[config.mk]
export PLATFORM = sky130hd
export DESIGN_NAME = instr_prefetch_queue_flat
export DESIGN_NICKNAME = d
export VERILOG_FILES = /design/src/rtl/instr_prefetch_queue_if.sv /design/src/rtl/instr_prefetch_queue.sv /design/src/flat_wrapper.sv
export SDC_FILE = /design/constraint.sdc
export NUM_CORES = 1
export LEC_CHECK = 0
export CAP_MARGIN = 30
export CORE_ASPECT_RATIO = 1.2
export CORE_MARGIN = 3
export CORE_UTILIZATION = 43
export CTS_CLUSTER_DIAMETER = 50
export DETAILED_ROUTE_END_ITERATION = 16
export GPL_ROUTABILITY_DRIVEN = 0
export MAX_ROUTING_LAYER = met4
export PLACE_DENSITY = 0.62
export SYNTH_ARGS = -nofsm -noshare
export SYNTH_HDL_FRONTEND = slang
export SYNTH_SLANG_ARGS = --single-unit
[constraint.sdc]
create_clock -name clk -period 3.59 [get_ports clk]
set_input_delay 0.5385 -clock clk [delete_from_list [all_inputs] [get_ports clk]]
set_output_delay 0.5385 -clock clk [all_outputs]
set_load 0.05 [all_outputs]
[src/rtl/instr_prefetch_queue_if.sv]
// Fetch-side bus bundle for instr_prefetch_queue: instruction memory port,
// branch redirect, and the decode-side valid/ready handshake.
// master = the prefetch queue, slave = memory/execute/decode environment.
interface instr_prefetch_queue_if #(
  parameter int ADDR_W  = 8,
  parameter int INSTR_W = 32,
  parameter int DEPTH   = 4
);
  localparam int CW = $clog2(DEPTH) + 1;

  logic               imem_req;
  logic [ADDR_W-1:0]  imem_addr;
  logic               imem_valid;
  logic [INSTR_W-1:0] imem_rdata;
  logic               br_taken;
  logic [ADDR_W-1:0]  br_target;
  logic               instr_valid;
  logic [INSTR_W-1:0] instr;
  logic [ADDR_W-1:0]  instr_pc;
  logic               instr_ready;
  logic [CW-1:0]      fifo_count;

  modport master (
    output imem_req, imem_addr, instr_valid, instr, instr_pc, fifo_count,
    input  imem_valid, imem_rdata, br_taken, br_target, instr_ready
  );

  modport slave (
    input  imem_req, imem_addr, instr_valid, instr, instr_pc, fifo_count,
    output imem_valid, imem_rdata, br_taken, br_target, instr_ready
  );
endinterface

[src/rtl/instr_prefetch_queue.sv]
// Instruction prefetch queue: generates the PC, issues one word fetch at a
// time, buffers returned words with their addresses in a DEPTH-entry FIFO and
// hands them to decode. A taken branch flushes the FIFO and redirects the PC;
// a fetch in flight at redirect time is marked stale and dropped on return.
// Optional build macro: IPQ_PERF_EN adds saturating perf_fetches/perf_flushes.
module instr_prefetch_queue #(
  parameter int ADDR_W  = 8,
  parameter int INSTR_W = 32,
  parameter int DEPTH   = 4,
  parameter int RST_PC  = 0
) (
  input  logic                   clk,
  input  logic                   rst,
  instr_prefetch_queue_if.master bus
`ifdef IPQ_PERF_EN
  ,
  output logic [15:0]            perf_fetches,
  output logic [15:0]            perf_flushes
`endif
);
  localparam int CW = $clog2(DEPTH) + 1;
  localparam int PW = $clog2(DEPTH);

  logic [ADDR_W-1:0]  r_pc;
  logic [ADDR_W-1:0]  r_req_addr;
  logic               r_outst;
  logic               r_stale;
  logic [CW-1:0]      r_count;
  logic [PW-1:0]      r_wptr;
  logic [PW-1:0]      r_rptr;
  logic [INSTR_W-1:0] r_mem_instr [DEPTH];
  logic [ADDR_W-1:0]  r_mem_pc    [DEPTH];

  logic              w_empty;
  logic              w_issue;
  logic              w_resp;
  logic              w_push;
  logic              w_pop;
  logic [ADDR_W-1:0] w_tgt;

  assign w_empty = (r_count == '0);
  // The outstanding fetch reserves a slot, so a push can never overflow.
  assign w_issue = ~rst & ~r_outst & ~bus.br_taken &
                   ((r_count + CW'(r_outst)) < CW'(DEPTH));
  assign w_resp  = bus.imem_valid & r_outst;
  assign w_push  = w_resp & ~r_stale & ~bus.br_taken;
  assign w_pop   = ~w_empty & bus.instr_ready;
  assign w_tgt   = bus.br_target & ~ADDR_W'(3);

  assign bus.imem_req    = w_issue;
  assign bus.imem_addr   = r_pc;
  assign bus.instr_valid = ~w_empty;
  assign bus.instr       = w_empty ? '0 : r_mem_instr[r_rptr];
  assign bus.instr_pc    = w_empty ? '0 : r_mem_pc[r_rptr];
  assign bus.fifo_count  = r_count;

  // PC, fetch tracking and FIFO pointers; redirect overrides everything else.
  always_ff @(posedge clk or posedge rst) begin
    if (rst) begin
      r_pc       <= ADDR_W'(RST_PC);
      r_req_addr <= '0;
      r_outst    <= 1'b0;
      r_stale    <= 1'b0;
      r_count    <= '0;
      r_wptr     <= '0;
      r_rptr     <= '0;
    end else if (bus.br_taken) begin
      r_pc    <= w_tgt;
      r_count <= '0;
      r_wptr  <= '0;
      r_rptr  <= '0;
      // A fetch still in flight must be dropped; one returning now is discarded here.
      r_outst <= r_outst & ~bus.imem_valid;
      r_stale <= r_outst & ~bus.imem_valid;
    end else begin
      if (w_issue) begin
        r_pc       <= r_pc + ADDR_W'(4);
        r_req_addr <= r_pc;
        r_outst    <= 1'b1;
      end
      if (w_resp) begin
        r_outst <= 1'b0;
        r_stale <= 1'b0;
      end
      if (w_push) r_wptr <= r_wptr + PW'(1);
      if (w_pop)  r_rptr <= r_rptr + PW'(1);
      case ({w_push, w_pop})
        2'b10:   r_count <= r_count + CW'(1);
        2'b01:   r_count <= r_count - CW'(1);
        default: r_count <= r_count;
      endcase
    end
  end

  // FIFO storage; contents are only visible through the occupancy gate.
  always_ff @(posedge clk) begin
    if (w_push) begin
      r_mem_instr[r_wptr] <= bus.imem_rdata;
      r_mem_pc[r_wptr]    <= r_req_addr;
    end
  end

`ifdef IPQ_PERF_EN
  logic [15:0] r_perf_fetches;
  logic [15:0] r_perf_flushes;

  assign perf_fetches = r_perf_fetches;
  assign perf_flushes = r_perf_flushes;

  // Saturating event counters: delivered words and redirects.
  always_ff @(posedge clk or posedge rst) begin
    if (rst) begin
      r_perf_fetches <= '0;
      r_perf_flushes <= '0;
    end else begin
      if (w_push && r_perf_fetches != 16'hFFFF)       r_perf_fetches <= r_perf_fetches + 16'd1;
      if (bus.br_taken && r_perf_flushes != 16'hFFFF) r_perf_flushes <= r_perf_flushes + 16'd1;
    end
  end
`endif
endmodule
[src/flat_wrapper.sv]
// flat-port wrapper written by rule: the top's interface ports become plain ports
module instr_prefetch_queue_flat 
#(
  parameter int ADDR_W  = 8,
  parameter int INSTR_W = 32,
  parameter int DEPTH   = 4,
  parameter int RST_PC  = 0
)
  (clk, rst, bus_imem_req, bus_imem_addr, bus_instr_valid, bus_instr, bus_instr_pc, bus_fifo_count, bus_imem_valid, bus_imem_rdata, bus_br_taken, bus_br_target, bus_instr_ready);
  instr_prefetch_queue_if #(.ADDR_W(ADDR_W), .INSTR_W(INSTR_W), .DEPTH(DEPTH)) bus_i ();
  input  logic clk;
  input  logic rst;
  output wire logic [$bits(bus_i.imem_req)-1:0] bus_imem_req;
  output wire logic [$bits(bus_i.imem_addr)-1:0] bus_imem_addr;
  output wire logic [$bits(bus_i.instr_valid)-1:0] bus_instr_valid;
  output wire logic [$bits(bus_i.instr)-1:0] bus_instr;
  output wire logic [$bits(bus_i.instr_pc)-1:0] bus_instr_pc;
  output wire logic [$bits(bus_i.fifo_count)-1:0] bus_fifo_count;
  input wire logic [$bits(bus_i.imem_valid)-1:0] bus_imem_valid;
  input wire logic [$bits(bus_i.imem_rdata)-1:0] bus_imem_rdata;
  input wire logic [$bits(bus_i.br_taken)-1:0] bus_br_taken;
  input wire logic [$bits(bus_i.br_target)-1:0] bus_br_target;
  input wire logic [$bits(bus_i.instr_ready)-1:0] bus_instr_ready;
  assign bus_imem_req = bus_i.imem_req;
  assign bus_imem_addr = bus_i.imem_addr;
  assign bus_instr_valid = bus_i.instr_valid;
  assign bus_instr = bus_i.instr;
  assign bus_instr_pc = bus_i.instr_pc;
  assign bus_fifo_count = bus_i.fifo_count;
  assign bus_i.imem_valid = bus_imem_valid;
  assign bus_i.imem_rdata = bus_imem_rdata;
  assign bus_i.br_taken = bus_br_taken;
  assign bus_i.br_target = bus_br_target;
  assign bus_i.instr_ready = bus_instr_ready;
  instr_prefetch_queue #(.ADDR_W(ADDR_W), .INSTR_W(INSTR_W), .DEPTH(DEPTH), .RST_PC(RST_PC)) u_core (.clk(clk), .rst(rst), .bus(bus_i));
endmodule
### Word-level counts from Yosys, hierarchy flattened

Memories as Yosys holds them, arrays and structs flattened.
Index checks and enable logic that the tools add are counted.

| storage, ports and cells | value |
|---|---|
| output and inout port bits | 53 |
| memories kept | 2 |
| register bits after elaboration | 25 |
| RAM bits | 160 |
| input bits | 45 |

| operators by class | value |
|---|---|
| reductions and logical operators | 8 |
| order comparisons | 1 |
| bitwise operators | 14 |
| equal/unequal tests | 2 |
| add/sub/neg operators | 6 |
| multiplexer cells | 17 |

Memory list:

| memory | depth | bits a word | read ports | clocked after memory_dff | write ports | RTL line | text |
|---|---|---|---|---|---|---|---|
| u_core.r_mem_instr | 4 | 32 | 1 | 0 | 1 | instr_prefetch_queue.sv:31 | `logic [INSTR_W-1:0] r_mem_instr [DEPTH];` |
| u_core.r_mem_pc | 4 | 8 | 1 | 0 | 1 | instr_prefetch_queue.sv:32 | `logic [ADDR_W-1:0] r_mem_pc [DEPTH];` |

Operators with widths:

| kind | count |
|---|---|
| $mux W32 | 1 |
| $mux W8 | 3 |
| $add A8 B3 Y8 const B | 1 |
| $and A1 B1 Y1 | 8 |
| $mux W2 | 4 |
| $reduce_bool A2 Y1 | 4 |
| $mux W1 | 7 |
| $not A1 Y1 | 6 |
| $pmux W3 S2 | 1 |
| $reduce_bool A3 Y1 | 2 |
| $add A2 B1 Y2 const B | 2 |
| $add A3 B1 Y3 | 1 |
| $add A3 B1 Y3 const B | 1 |
| $logic_not A3 Y1 | 1 |
| $lt A3 B3 Y1 const B | 1 |
| $mux W3 | 1 |
| $sub A3 B1 Y3 const B | 1 |
| $eq A2 B1 Y1 const B | 1 |
| $eq A2 B2 Y1 const B | 1 |
| $reduce_and A2 Y1 | 1 |

### Depth between registers and ports, before layout

Gate-level depths: netlist of the first run.

| logic depth | value |
|---|---|
| depth in word-level cells | 7 |
| gate-level depth with buffers | 7 |
| mapped depth without buffers | 7 |

### Worst setup path before layout of the first run

Ideal clock, no wire load.

| timing | value |
|---|---|
| path type | register to output |
| start | register u_core.r_count[2] (netlist: u_core.bus.fifo_count[2]) |
| end | output bus_instr[20] |
| data arrival time | 2.114 ns |
| setup slack | 0.938 ns |
| stages on the path, launching flop included | 4 |
| buffers on the path | 1 |
| required time | 3.052 ns |
| path through | dfrtp_1 or3_1 clkbuf_1 and2_1 |

| on the way | value |
|---|---|
| cells in the longest elaborated chain, start to end | 2 |

RTL lines:

| item | RTL line | text |
|---|---|---|
| start, declared | instr_prefetch_queue.sv:28 | `logic [CW-1:0] r_count;` |
| start signal, assigned | instr_prefetch_queue.sv:88 | `2'b10: r_count <= r_count + CW'(1);` |
| start signal, assigned | instr_prefetch_queue.sv:89 | `2'b01: r_count <= r_count - CW'(1);` |
| start signal, assigned | instr_prefetch_queue.sv:90 | `default: r_count <= r_count;` |
| $logic_not A3 Y1 | instr_prefetch_queue.sv:41 | `assign w_empty = (r_count == '0);` |
| $mux W32 | instr_prefetch_queue.sv:53 | `assign bus.instr = w_empty ? '0 : r_mem_instr[r_rptr];` |
| end, declared | flat_wrapper.sv:16 | `output wire logic [$bits(bus_i.instr)-1:0] bus_instr;` |

Every way passes these cells.

### Final worst setup path of the first run

| timing | value |
|---|---|
| start | register u_core.r_rptr[0] |
| end | output bus_instr[9] |

| on the way | value |
|---|---|
| cells in the longest elaborated chain, start to end | 2 |

RTL lines:

| item | RTL line | text |
|---|---|---|
| start, declared | instr_prefetch_queue.sv:30 | `logic [PW-1:0] r_rptr;` |
| start signal, assigned | instr_prefetch_queue.sv:86 | `if (w_pop) r_rptr <= r_rptr + PW'(1);` |
| $mem_v2 Z4 W32 | n/a |  |
| $mux W32 | instr_prefetch_queue.sv:53 |  |

Every way passes these cells.

==> results.json, run 1 <==
{
  "outcome": "finished, final reports clean",
  "grt_first_pass_wirelength_mm": 19.6,
  "clk_latency_ps": 410,
  "p_comb_share_pct": 37.6,
  "pwr-share-seq_pct": 37.3,
  "worst_setup_path_end_kind": "output pin",
  "busiest_layer": "met2",
  "cts.clk_slew.worst_paths_ps": 60,
  "start_kind": "register",
  "cp_data_required_time_ps": 3050,
  "clkSinkCount": 173,
  "syn_to_final_growth_pct": 25.5,
  "layout.nets": 498,
  "cts_root_buffer": "clkbuf_16",
  "power.density_nw_per_um2": 768,
  "finalSetupTns_ps": 0,
  "grt_pass1_vias": 3671,
  "clock_power_share_pct": 25.1,
  "syn_inst": 343,
  "htree_levels": 4,
  "fmax_mhz": 311,
  "synth_compound_area_share_pct": 1.19,
  "dieArea_um2": 17500,
  "num_vias": 3377,
  "synth_top_family_by_area": "multiplexers",
  "muxShareOfSynthArea_pct": 13.8,
  "vias_per_cell": 5.09,
  "ant_nets": 0,
  "rsz0062_at_grt": "no",
  "grt_overflow_total": 0,
  "synth_adder_area_share_pct": 1.21,
  "wl_per_cell_um": 18.5,
  "slew_viol_final": 0,
  "min_path_type": "register to register",
  "netSwitchingPower_uw": 2410,
  "place_area_um2": 8050,
  "synth-xor-area-share_pct": 1.26,
  "yosys.area_share.simple_pct": 6.34,
  "ys_warn_count": 0,
  "io_pins": 98,
  "skew_ps": 9.26,
  "swShare_pct": 36.5,
  "holdBufCountCts": 0,
  "cts_tree": "yes",
  "row_count": 49,
  "period_share_pct": 89.7,
  "seq_area_frac_synth_pct": 74.3,
  "wirelength_mm": 12.3,
  "drtPass1Iterations": 4,
  "use_met1_pct": 18.6,
  "grt_max_degree": 41,
  "drcViolationCount": 0,
  "core_region_area_um2": 15300,
  "synth_cell_type_count": 35,
  "avgSynthCellArea_um2": 20.0,
  "setup_viol": 0,
  "post-dp-hpwl_mm": 7.58,
  "ir_drop_v": 0.000390,
  "die_width_um": 121,
  "stdcell_area_um2": 8590,
  "period_minus_slack_ps": 3220,
  "post_cts_buffers": 0,
  "syn-cell-area_um2": 6850,
  "drt_iter0_markers": 249,
  "die_height_um": 144,
  "hold_viol_final": 0,
  "initial_core_util_pct": 44.9,
  "grtUsageMet2_pct": 26.3,
  "drv_cap": 0,
  "cts_buffers": 17,
  "insertedDiodeCount": 0,
  "clockBufferDepth": 2,
  "port_buffers": 91,
  "drive_above_1_share_pct": 22.4,
  "grt_usage_pct": 15.5,
  "antenna_found_initial": 0,
  "ys_ff_latch": 173,
  "worstPathMaxFanout": 34,
  "worst_pin_slew_ps": 795,
  "postCtsResizedCells": 0,
  "slew_headroom_pct": 47.0,
  "grt_use_met3_pct": 3.64,
  "cp.arrival_ps": 2680,
  "setup.worst_path.class": "register to output pin",
  "total_leakage_power_uw": 0.00285,
  "power.internal_uw": 4190
}
cell usage in the layout (no fill, tap or decap), drive strengths merged:
master	Yosys	final
nand4	2	2
inv	4	7
nand3	1	1
xor2	6	6
fa	1	1
nor3	6	6
clkinvlp	0	5
xnor2	3	3
and2	43	43
mux2	6	6
edfxtp	152	152
mux4	38	38
nand2	8	8
conb	1	4
dfrtp	21	21
a221o	1	1
and3	2	2
or3	1	1
nor2	7	7
o21ai	6	6
o21a	1	1
a21oi	1	1
clkdlybuf4s50	0	83
nor4	1	1
buf	11	19
mux2i	2	2
and3b	1	1
o31ai	1	1
clkbuf	9	21
ha	5	5
clkinv	0	3
o21bai	1	1
nor3b	1	1
per-layer routing:
metal | routed length (µm) | vias to the layer above
li1 | - | 1543
met1 | 4970 | 1744
met2 | 6660 | 78
met3 | 518 | 12
met4 | 127 | 0
met5 | 0 | -
state kept, by name, summed over array words and instances (netlist names):
| signal | flops |
|---|---|
| u_core.r_outst | 1 |
| u_core.r_mem_instr | 128 |
| u_core.r_stale | 1 |
| u_core.bus.imem_addr | 6 |
| u_core.r_mem_pc | 24 |
| u_core.r_wptr | 2 |
| u_core.bus.fifo_count | 3 |
| u_core.r_rptr | 2 |
| u_core.r_req_addr | 6 |
power by group through the flow:
stage | combinational [µW] | sequential, µW | clock [µW]
floorplan | 1680 | 2540 | 0
global placement | 2510 | 2500 | 0
detailed placement | 2520 | 2510 | 0
CTS | 2530 | 2470 | 1700
global route | 2630 | 2490 | 1780
finish | 2480 | 2460 | 1660
through the flow:
step	hold slack (ps)	cells	total power, µW	util (%)	worst slack, ps
2_1_floorplan	472	346	4220	-	938
3_3_place_gp	487	632	5010	52.7	747
6_report	522	664	6600	56.3	370
3_5_place_dp	508	632	5030	52.7	753
5_1_grt	551	664	6900	56.3	219
4_1_cts	522	664	6690	56.3	292
final cells by class:
type                            instances  area, µm²
Sequential cell                       173       5090
Clock buffer                           21        460
Inverter                                4       15.0
Tap cell                              204        255
Timing Repair Buffer                  102       1040
Multi-Input combinational cell        149       1650
Fill cell                            1149       6670
Clock inverter                         11       86.3
kinds of logic after synthesis:
kind of cell | Yosys count
buffers and inverters | 24
XOR/XNOR | 9
adder cells (fa/ha/maj) | 6
flip-flops | 173
AND/OR/NAND/NOR | 73
other | 1
AO/OA/AOI/OAI | 11
multiplexers | 46
synthesized netlist by cell type:
library cell / n / area, µm²
nor3_1: 5 / 25.0
buf_4: 9 / 67.6
and3_1: 2 / 12.5
or3_1: 1 / 6.26
nor3b_1: 1 / 7.51
inv_1: 4 / 15.0
nor4_4: 1 / 21.3
o21a_1: 1 / 7.51
nor2_1: 7 / 26.3
o31ai_4: 1 / 21.3
dfrtp_1: 21 / 526
o21bai_1: 1 / 7.51
mux2i_1: 2 / 20.0
a21oi_1: 1 / 5.00
and3b_1: 1 / 8.76
and2_0: 1 / 6.26
mux4_2: 38 / 856
buf_2: 2 / 10.0
nand2_1: 8 / 30.0
xnor2_2: 1 / 16.3
mux2_2: 6 / 67.6
a221o_1: 1 / 10.0
fa_1: 1 / 20.0
edfxtp_1: 152 / 4560
conb_1: 1 / 3.75
nand4_1: 2 / 12.5
ha_1: 5 / 62.6
xor2_1: 6 / 52.6
and2_1: 42 / 263
clkbuf_2: 1 / 5.00
nand3_1: 1 / 5.00
clkbuf_1: 8 / 30.0
o21ai_0: 6 / 30.0
xnor2_1: 2 / 17.5
nor3_2: 1 / 10.0
critical path, cell delays in order, from the launching register on:
cell             delay (ps)
dfrtp_2                 500
buf_12                  320
mux4_2                  550
and2_1                  180
clkdlybuf4s50_1         700
final timing paths:
| check | end | from | depth (start not counted) | slack [ps] |
|---|---|---|---|---|
| max | bus_instr[9] | u_core.r_rptr[0] | 4 | 370 |
| min | u_core.r_mem_pc[2][7] | u_core.r_req_addr[7] | 0 | 520 |
| max reg2reg | u_core.r_mem_instr[3][11] | u_core.r_outst | 4 | 1550 |
| min reg2reg | u_core.r_mem_pc[2][7] | u_core.r_req_addr[7] | 0 | 520 |
| max in group asynchronous | u_core.r_rptr[1] | rst | 2 | 2340 |
| min in group asynchronous | u_core.bus.fifo_count[1] | rst | 2 | 700 |
No activity file was read; power rests on OpenSTA's default activity.
==> run 2: changes to the inputs <==
Settings changed: CAP_MARGIN 30 to 0, SETUP_SLACK_MARGIN from default to 0.05.
==> results of run 2 <==
Same layout as run 1: the final DEF is identical, and so are final timing and power.
==> run 3: changes to the inputs <==
Settings changed: CORE_MARGIN 3 to 5.
==> run 3 against run 2 <==
  * Non-clock buffer count decreased by 1
  * Worst hold slack got worse by 4.6 ps
  * Sequential power about the same
  * Largest power group unchanged
  * Design area about the same
  * Critical path type unchanged
==> results.json, run 3 (same netlist as run 1, synthesis figures left out) <==
{
  "clkSinkCount": 173,
  "row_count": 50,
  "setup.worst_path.class": "register to output pin",
  "post-place-ws_ps": 782,
  "outcome": "finished, final reports clean",
  "power.density_nw_per_um2": 778,
  "grt_usage_pct": 14.7,
  "clockBufferDepth": 2,
  "wirelength_mm": 12.5,
  "worst_pin_slew_ps": 799,
  "io_pins": 98,
  "slew_headroom_pct": 46.7,
  "cts_tree": "yes",
  "ant_nets": 0,
  "post-dp-hpwl_mm": 7.65,
  "post_cts_buffers": 0,
  "slew_viol_final": 0,
  "layout.nets": 497,
  "die_width_um": 125,
  "drcViolationCount": 0,
  "wl_per_cell_um": 18.7,
  "final_common_cell": "edfxtp_1",
  "drive_above_1_share_pct": 22.4,
  "total_leakage_power_uw": 0.00288,
  "holdBufCountCts": 0,
  "ir_drop_v": 0.000417,
  "port_buffers": 91,
  "final_cell_mix": "152 x edfxtp_1, 75 x clkdlybuf4s50_1, 38 x mux4_2, 38 x and2_1, 21 x buf_4",
  "setup_viol": 0,
  "skew_ps": 8.04,
  "period_minus_slack_ps": 3190,
  "hold_viol_final": 0,
  "cts_root_buffer": "clkbuf_16",
  "core_region_area_um2": 15600,
  "cp.arrival_ps": 2650,
  "antenna_found_initial": 1,
  "final.setup.worst_slack_ps": 405,
  "initial_core_util_pct": 43.8,
  "num_vias": 3421,
  "syn_to_final_growth_pct": 25.4,
  "worstPathMaxFanout": 23,
  "worst_setup_path_end_kind": "output pin",
  "drv_cap": 0,
  "min_path_type": "register to register",
  "final_util_pct": 54.9,
  "largest_reg_flops": 128,
  "die_height_um": 148,
  "postCtsResizedCells": 0,
  "dieArea_um2": 18600,
  "drtPass1Iterations": 5,
  "period_share_pct": 88.7,
  "finalSetupTns_ps": 0,
  "htree_levels": 4,
  "rsz0062_at_grt": "no",
  "clk_latency_ps": 420,
  "regMostFlops": "u_core.r_mem_instr",
  "start_kind": "register",
  "grt_first_pass_wirelength_mm": 20.0,
  "reg_top3": "u_core.r_mem_instr (128), u_core.r_mem_pc (24)",
  "cts_buffers": 17,
  "vias_per_cell": 5.12,
  "grt_pass1_vias": 3723,
  "cp_data_required_time_ps": 3050,
  "cts.clk_slew.worst_paths_ps": 60,
  "drt_iter0_markers": 215,
  "grt_max_degree": 41,
  "grt_overflow_total": 0,
  "fmax_mhz": 314,
  "fillers": 1278
}
## run 3: worst paths after layout
check                                     startpoint  cells past startpoint  slack, ps                         to
worst min-delay path            u_core.r_req_addr[5]                      0        520      u_core.r_mem_pc[1][5]
worst max register to register        u_core.r_outst                      4       1420  u_core.r_mem_instr[1][24]
min in group asynchronous                        rst                      2        720             u_core.r_outst
worst min register to register  u_core.r_req_addr[5]                      0        520      u_core.r_mem_pc[1][5]
worst max-delay path                u_core.r_rptr[0]                      4        400              bus_instr[24]
max in group asynchronous                        rst                      2       2320           u_core.r_rptr[0]
## run 3: per-stage QoR
step	cells	instance area (µm²)	hold WS (ps)	total power, µW
6_report	668	8590	517	6690
5_1_grt	668	8590	553	6980
4_1_cts	667	8590	520	6780
3_5_place_dp	635	8020	506	5020
3_3_place_gp	635	8020	490	4990
2_1_floorplan	346	6860	472	4220
## run 3: area by class of cell
class	count	area [µm²]	share of cell area (%)
tap	208	260	3.03
antenna	1	2.50	0.0291
sequential	173	5090	59.3
multi-input combinational	149	1650	19.2
inverter	4	15.0	0.175
clock buffer	21	440	5.13
clock inverter	11	124	1.44
timing repair buffer	101	1010	11.7
## run 3: worst max-delay path: stages, from the launching register on
cell	delay, ps
dfrtp_2	350
buf_4	410
mux4_2	550
and2_1	190
clkdlybuf4s50_1	700
## run 3: per-layer routing
metal	part of all wire (%)	GRT usage, %	up-vias
met5	0	-	-
met4	1.8	5.64	0
met3	5.0	4.02	20
met2	51	24.7	87
met1	42	16.9	1770
li1	-	-	1544
## run 3: power breakdown
part	internal, µW	switching [µW]	total [µW]	leakage, µW
clock	1080	677	1750	0.000276
combinational	910	1570	2480	0.000972
sequential	2330	119	2450	0.00163
